===== src/rtl/k_and_s_pkg.sv =====
// Shared types for the K-and-S processor memory subsystem.
// Holds the RAM arbiter FSM states and the requester port identifiers.
package k_and_s_pkg;

    typedef enum logic [1:0] {
        ARB_IDLE,
        ARB_ACCESS,
        ARB_READ_WAIT,
        ARB_RESP
    } arb_state_t;

    typedef enum logic {
        PORT_CPU,
        PORT_EXT
    } arb_port_t;

endpackage


===== src/rtl/ram_arbiter_pick.sv =====
// Grant selection between the CPU and EXT requesters (round-robin or CPU-first).
// Latency: purely combinational, zero cycles.
// Backpressure: none; the caller decides when the grant is consumed.
module ram_arbiter_pick
    import k_and_s_pkg::*;
#(
    parameter int CPU_PRIORITY = 0
) (
    input  logic      cpu_req,
    input  logic      ext_req,
    input  arb_port_t last_grant,
    output logic      grant_valid,
    output arb_port_t grant_port
);

    always_comb begin
        grant_valid = cpu_req | ext_req;
        grant_port  = PORT_CPU;
        if (cpu_req && ext_req) begin
            if (CPU_PRIORITY != 0)
                grant_port = PORT_CPU;
            else
                grant_port = (last_grant == PORT_CPU) ? PORT_EXT : PORT_CPU;
        end else if (ext_req) begin
            grant_port = PORT_EXT;
        end
    end

endmodule


===== src/rtl/ram_arbiter.sv =====
// Shares the single-port RAM between CPU and EXT requesters, one transaction at a time.
// Latency: write acks 2 cycles after the IDLE sample cycle, read acks 3 cycles after.
// Backpressure: requesters hold req until ack; requests are sampled only in IDLE.
module ram_arbiter
    import k_and_s_pkg::*;
#(
    parameter int ADDR_W       = 5,
    parameter int DATA_W       = 16,
    parameter int CPU_PRIORITY = 0
) (
    input  logic              clk,
    input  logic              rst_n,
    input  logic              cpu_req,
    input  logic              cpu_we,
    input  logic [ADDR_W-1:0] cpu_addr,
    input  logic [DATA_W-1:0] cpu_wdata,
    output logic              cpu_ack,
    output logic [DATA_W-1:0] cpu_rdata,
    input  logic              ext_req,
    input  logic              ext_we,
    input  logic [ADDR_W-1:0] ext_addr,
    input  logic [DATA_W-1:0] ext_wdata,
    output logic              ext_ack,
    output logic [DATA_W-1:0] ext_rdata,
    output logic [ADDR_W-1:0] ram_addr,
    output logic [DATA_W-1:0] ram_wdata,
    output logic              ram_we,
    input  logic [DATA_W-1:0] ram_rdata,
    output logic              busy
);

    typedef struct packed {
        arb_port_t         port;
        logic              we;
        logic [ADDR_W-1:0] addr;
        logic [DATA_W-1:0] wdata;
    } req_t;

    arb_state_t state, state_nxt;
    arb_port_t  last_grant;
    arb_port_t  grant_port;
    logic       grant_valid;
    req_t       req_q, req_sel;

    ram_arbiter_pick #(
        .CPU_PRIORITY (CPU_PRIORITY)
    ) u_pick (
        .cpu_req     (cpu_req),
        .ext_req     (ext_req),
        .last_grant  (last_grant),
        .grant_valid (grant_valid),
        .grant_port  (grant_port)
    );

    always_comb begin
        if (grant_port == PORT_CPU)
            req_sel = '{port: PORT_CPU, we: cpu_we, addr: cpu_addr, wdata: cpu_wdata};
        else
            req_sel = '{port: PORT_EXT, we: ext_we, addr: ext_addr, wdata: ext_wdata};
    end

    always_comb begin
        state_nxt = state;
        case (state)
            ARB_IDLE:      if (grant_valid) state_nxt = ARB_ACCESS;
            ARB_ACCESS:    state_nxt = req_q.we ? ARB_RESP : ARB_READ_WAIT;
            ARB_READ_WAIT: state_nxt = ARB_RESP;
            ARB_RESP:      state_nxt = ARB_IDLE;
            default:       state_nxt = ARB_IDLE;
        endcase
    end

    // Reset drops any in-flight transaction: all outputs decode from state.
    always_ff @(posedge clk or negedge rst_n) begin
        if (!rst_n) begin
            state      <= ARB_IDLE;
            last_grant <= PORT_EXT;
            req_q      <= '0;
            cpu_rdata  <= '0;
            ext_rdata  <= '0;
        end else begin
            state <= state_nxt;
            if (state == ARB_IDLE && grant_valid) begin
                req_q      <= req_sel;
                last_grant <= grant_port;
            end
            if (state == ARB_READ_WAIT) begin
                if (req_q.port == PORT_CPU)
                    cpu_rdata <= ram_rdata;
                else
                    ext_rdata <= ram_rdata;
            end
        end
    end

    always_comb begin
        ram_addr  = '0;
        ram_wdata = '0;
        ram_we    = 1'b0;
        cpu_ack   = 1'b0;
        ext_ack   = 1'b0;
        busy      = (state != ARB_IDLE);
        case (state)
            ARB_ACCESS: begin
                ram_addr = req_q.addr;
                if (req_q.we) begin
                    ram_wdata = req_q.wdata;
                    ram_we    = 1'b1;
                end
            end
            ARB_READ_WAIT: ram_addr = req_q.addr;
            ARB_RESP: begin
                cpu_ack = (req_q.port == PORT_CPU);
                ext_ack = (req_q.port == PORT_EXT);
            end
            default: ;
        endcase
    end

endmodule

===== config.mk =====
export PLATFORM = sky130hd
export DESIGN_NAME = ram_arbiter
export DESIGN_NICKNAME = d
export VERILOG_FILES = /design/src/rtl/k_and_s_pkg.sv /design/src/rtl/ram_arbiter_pick.sv /design/src/rtl/ram_arbiter.sv
export SDC_FILE = /design/constraint.sdc
export NUM_CORES = 1
export LEC_CHECK = 0
export BUFFER_PORTS_ARGS = -buffer_cell sky130_fd_sc_hd__buf_2
export CAP_MARGIN = 20
export CORE_MARGIN = 5
export CORE_UTILIZATION = 48
export CTS_BUF_LIST = sky130_fd_sc_hd__clkbuf_4
export CTS_CLUSTER_DIAMETER = 200
export DETAILED_ROUTE_END_ITERATION = 10
export GPL_ROUTABILITY_DRIVEN = 1
export GPL_TIMING_DRIVEN = 0
export PLACE_DENSITY = 0.82
export SYNTH_ARGS = -nofsm -noshare
export SYNTH_HDL_FRONTEND = slang
export SYNTH_SLANG_ARGS = --single-unit

===== constraint.sdc =====
create_clock -name clk -period 2.1 [get_ports clk]
set_input_delay 0 -clock clk [delete_from_list [all_inputs] [get_ports clk]]
set_output_delay 0 -clock clk [all_outputs]
set_load 0.02 [all_outputs]

* Word level (Yosys, flattened, before mapping) *
Cells that the tools add are included.

storage, ports and cells
  flip-flop bits (word level) = 58
  input port bits = 64
  output and inout port bits = 57

operators by class
  equal/unequal tests = 4
  mux-type cells = 14
  bitwise logic cells = 2
  reduce and logical (&&, ||, !) cells = 7

operators with widths
  kind                                                                   count
  16-bit 2-to-1 mux                                                      2
  23-bit 2-to-1 mux                                                      1
  1-bit 2-to-1 mux                                                       8
  2-bit case mux with 4 select lines                                     1
  5-bit 2-to-1 mux                                                       1
  2-bit equality test, second input constant                             2
  2-bit AND reduction                                                    2
  2-bit by 1-bit equality test with 1-bit output, second input constant  1
  1-bit logical AND                                                      2
  2-bit zero test                                                        1
  2-bit 2-to-1 mux                                                       1
  2-bit inequality test, second input constant                           1
  2-bit nonzero test                                                     1
  2-bit OR reduction                                                     1
  1-bit NOT                                                              1
  1-bit bitwise OR                                                       1

* Logic depth before layout (Yosys ltp) *
  word-level depth = 3
  mapped depth = 6
  mapped depth without buffers = 5

* Hierarchy *
Synthesis repeated with hierarchy kept, for this count alone.

unflattened totals
  cells, all modules = 216
  area, all modules = 2,712.6 µm²

by module, submodules not included
  module            instances  cells an instance  area an instance (µm²)
  ram_arbiter       1          214                2,698.8
  ram_arbiter_pick  1          2                  13.8

* Worst setup path before layout *
No wires, ideal clock.

  kind = register -> register
  from = reg state[0]
  to = reg cpu_rdata[11]
  arrival = 1.375 ns
  data required time = 1.975 ns
  setup slack = 0.600 ns
  stages on the path, launching flop included = 7
  clock period less this slack = 1.500 ns
  path through = dfrtp_1 -> inv_1 -> ha_1 -> nor2b_1 -> buf_6 -> buf_8 -> mux2_2

on the way
  word-level cells in the longest chain between the ends = 2

ends and longest elaborated chain
  item                           line               source
  start, declared                ram_arbiter.sv:39  arb_state_t state, state_nxt;
  start signal, assigned         ram_arbiter.sv:82  state <= state_nxt;
  2-bit equality test            ram_arbiter.sv:87  if (state == ARB_READ_WAIT) begin
  2-bit AND reduction (no line)  --
  end signal, assigned           ram_arbiter.sv:89  cpu_rdata <= ram_rdata;
  end, declared                  ram_arbiter.sv:18  output logic [DATA_W-1:0] cpu_rdata,

Every way passes these cells.
A chain may end at the register's enable or synchronous reset.

* Final worst setup path *
  from = reg state[1]
  to = reg req_q[13] in the netlist's numbering

on the way
  word-level cells in the longest chain between the ends = 2

ends and longest elaborated chain
  item                  line               source
  2-bit zero test       ram_arbiter.sv:83  if (state == ARB_IDLE && grant_valid) begin
  1-bit logical AND     ram_arbiter.sv:83
  end signal, assigned  ram_arbiter.sv:84  req_q <= req_sel;
  end, declared         ram_arbiter.sv:43  req_t req_q, req_sel;

Every way passes these cells.

==> flow_summary.ini <==
[outcome]
outcome = complete, no violations

[drt]
routed_wl_mm = 8.78
vias = 2784
firstDrtPassIters = 5
drt_iter0_drc = 140
vias_per_cell = 5.42
ant_nets = 0
post_drt_wl_per_cell_um = 17.1
drc = 0

[synth]
synth_area_um2 = 2650
yosys_most_used_dff = dfrtp_1
avgSynthCellArea_um2 = 11.2
synth_most_common_cell = dfrtp_1
synthCells = 238
synthesis.nets = 306
synth_cell_types = 27
ys_ff_latch = 58
yosys_warnings = 0
yosysTopAreaCell = dfrtp_1
synth_top_area_share = 0.537
yosysSeqAreaShare = 0.547
async_flop_share = 1.00
synth-edff-count = 0
synth_common_cells = dfrtp_1, a21oi_1, mux2_2
synth_area_leaders = dfrtp_1, mux2_2, a21oi_1

[hold_path]
worst_hold_path_type = input pin to asynchronous set/reset pin

[clock_tree]
clockBufferDepth = 2
cts_tree = yes
insertion_delay_ns = 0.40
clock-sinks = 58
path_clk_slew_ns = 0.10
clock-root-buffer = clkbuf_4
htree_levels = 3
cts_buffers = 9

[worst_setup_path]
worstPathCellList = inv_1, ha_4, o21a_1, buf_6, nor2_1, a21oi_1, dlygate4sd3_1
start_kind = register
worstSetupEndpointType = register
cp_data_arrival_time_ns = 2.38
crit_slowest_cell = dlygate4sd3_1
critical_path.max_stage_delay_ns = 0.61
cp_max_fo = 10
cp.required_ns = 2.43
timing_worst_setup_path_type = register to register
r2r_setup_slack_ns = 0.05

[pwr]
powerDensity_nw_per_um2 = 1570
p_leak_nw = 2.10
peakVddDrop_mv = 0.987
power_mw = 6.61

[flow_run]
maxCapViolCount = 0

[sta]
min_period_ns = 2.05
worst_pin_slew_ns = 0.469
maxSlewHeadroom = 0.687
finalCritPeriodShare = 0.974
fin_skew_ns = 0.0129
finalHoldViolCount = 0
fmax_mhz = 489
drv_slew = 0
fin_tns_setup_ns = 0
setup_viol = 0

[die]
die-area_um2 = 7120
rows = 27
io_pins = 121
design.core.area_um2 = 5440
die_h_um = 84.4
initial_core_util = 0.488
die_w_um = 84.4

[cells_and_area]
layout-drive-gt1-share = 0.434
area_delta_synth_final_pct = 58.4
design_area_um2 = 4200
fin_nets = 505
diodes = 0

[global_route]
grt_pass1_vias = 2947
antenna_found_initial = 0
grt_first_pass_wirelength_mm = 14.5
overflow = 0
grt_usage = 0.257
grt_max_degree = 42

[placement]
dp_hpwl_mm = 4.80
place.gp.congestion = 0.800
place_area_um2 = 3360
port_buffers = 120
## layer usage
metal	vias to the layer above	wire length (µm)	track usage
met5	-	0	0
met4	0	303	0.129
met3	34	1050	0.0795
met2	224	4050	0.423
met1	1301	3370	0.305
li1	1225	-	-
## flip-flops by register name, summed over array words and instances, names as in the netlist
signal / cells
req_q: 23
cpu_rdata: 16
ext_rdata: 16
state: 2
last_grant: 1
## power breakdown
group / internal (mW) / switching [mW]
sequential: 1.70 / 0.339
clock: 0.469 / 0.410
combinational: 1.76 / 1.93
## through the flow
stage	hold WS [ns]	cells	setup WS, ns	util
3_5_place_dp	-0.0370	431	0.466	0.619
3_3_place_gp	0.234	430	0.488	0.615
4_1_cts	0.0664	511	0.0300	0.764
5_1_grt	0.135	514	-0.0143	0.773
6_report	0.105	514	0.0539	0.773
2_1_floorplan	-0.296	238	0.600	-
## critical path, delay by kind of cell (launching register included)
kind	cells	cell delay (ns)
buffers and inverters	3	0.91
DFF	1	0.43
AOI/OAI and AO/OA	2	0.38
and+or+nand+nor	1	0.06
adders and majority gates	1	0.19
## layout by cell type (no fill, tap or decap), types with 2 or more instances in the layout
| master | netlist | layout |
|---|---|---|
| nand2_1 | 24 | 24 |
| and3_1 | 16 | 16 |
| mux2_2 | 30 | 30 |
| clkbuf_4 | 0 | 9 |
| buf_4 | 5 | 8 |
| inv_1 | 3 | 3 |
| bufinv_16 | 0 | 2 |
| clkinv_1 | 0 | 3 |
| ha_1 | 4 | 3 |
| o21ai_0 | 5 | 5 |
| a21oi_2 | 4 | 5 |
| and2_1 | 7 | 7 |
| buf_6 | 4 | 5 |
| nor2_1 | 22 | 22 |
| buf_2 | 1 | 120 |
| mux2_4 | 2 | 2 |
| dfrtp_1 | 57 | 57 |
| a21oi_1 | 41 | 40 |
| dlygate4sd3_1 | 0 | 64 |
## worst paths after layout
path | start | endpoint | depth (start not counted)
min in group clk | ram_rdata[1] | ext_rdata[1] | 3
worst max register to register | state[1] | req_q[13] | 7
max in group asynchronous | rst_n | last_grant | 3
worst min register to register | ext_rdata[14] | ext_rdata[14] | 1
worst min-delay path | rst_n | req_q[2] | 2
worst max-delay path | state[1] | req_q[13] | 7
## logic make-up (layout without fill, tap and decap cells)
family | after synthesis | count (layout) | synth area share
multiplexers | 32 | 32 | 0.139
AO/OA/AOI/OAI | 55 | 55 | 0.119
AND/OR/NAND/NOR | 73 | 73 | 0.130
adder cells (fa/ha/maj) | 4 | 4 | 0.0189
buffers and inverters | 16 | 220 | 0.0457
flip-flops | 58 | 58 | 0.547
## final cells by class
| class | count | area (µm²) |
|---|---|---|
| fill | 329 | 1240 |
| clock buffer | 9 | 67.6 |
| buffer | 13 | 118 |
| sequential | 58 | 1450 |
| inverter | 3 | 11.3 |
| timing repair buffer | 188 | 1280 |
| tap | 72 | 90.1 |
| multi-input combinational | 164 | 1100 |
| clock inverter | 7 | 83.8 |
## timing repair
| item | 4_1_cts | 5_1_grt |
|---|---|---|
| hold buffers | 64 | 0 |
| buffers inserted | 0 | 3 |
| hold endpoints to repair | 113 | 0 |
| gates resized for setup | 0 | 8 |
| setup endpoints to repair | 0 | 30 |
No activity file was read; power rests on OpenSTA's default activity.
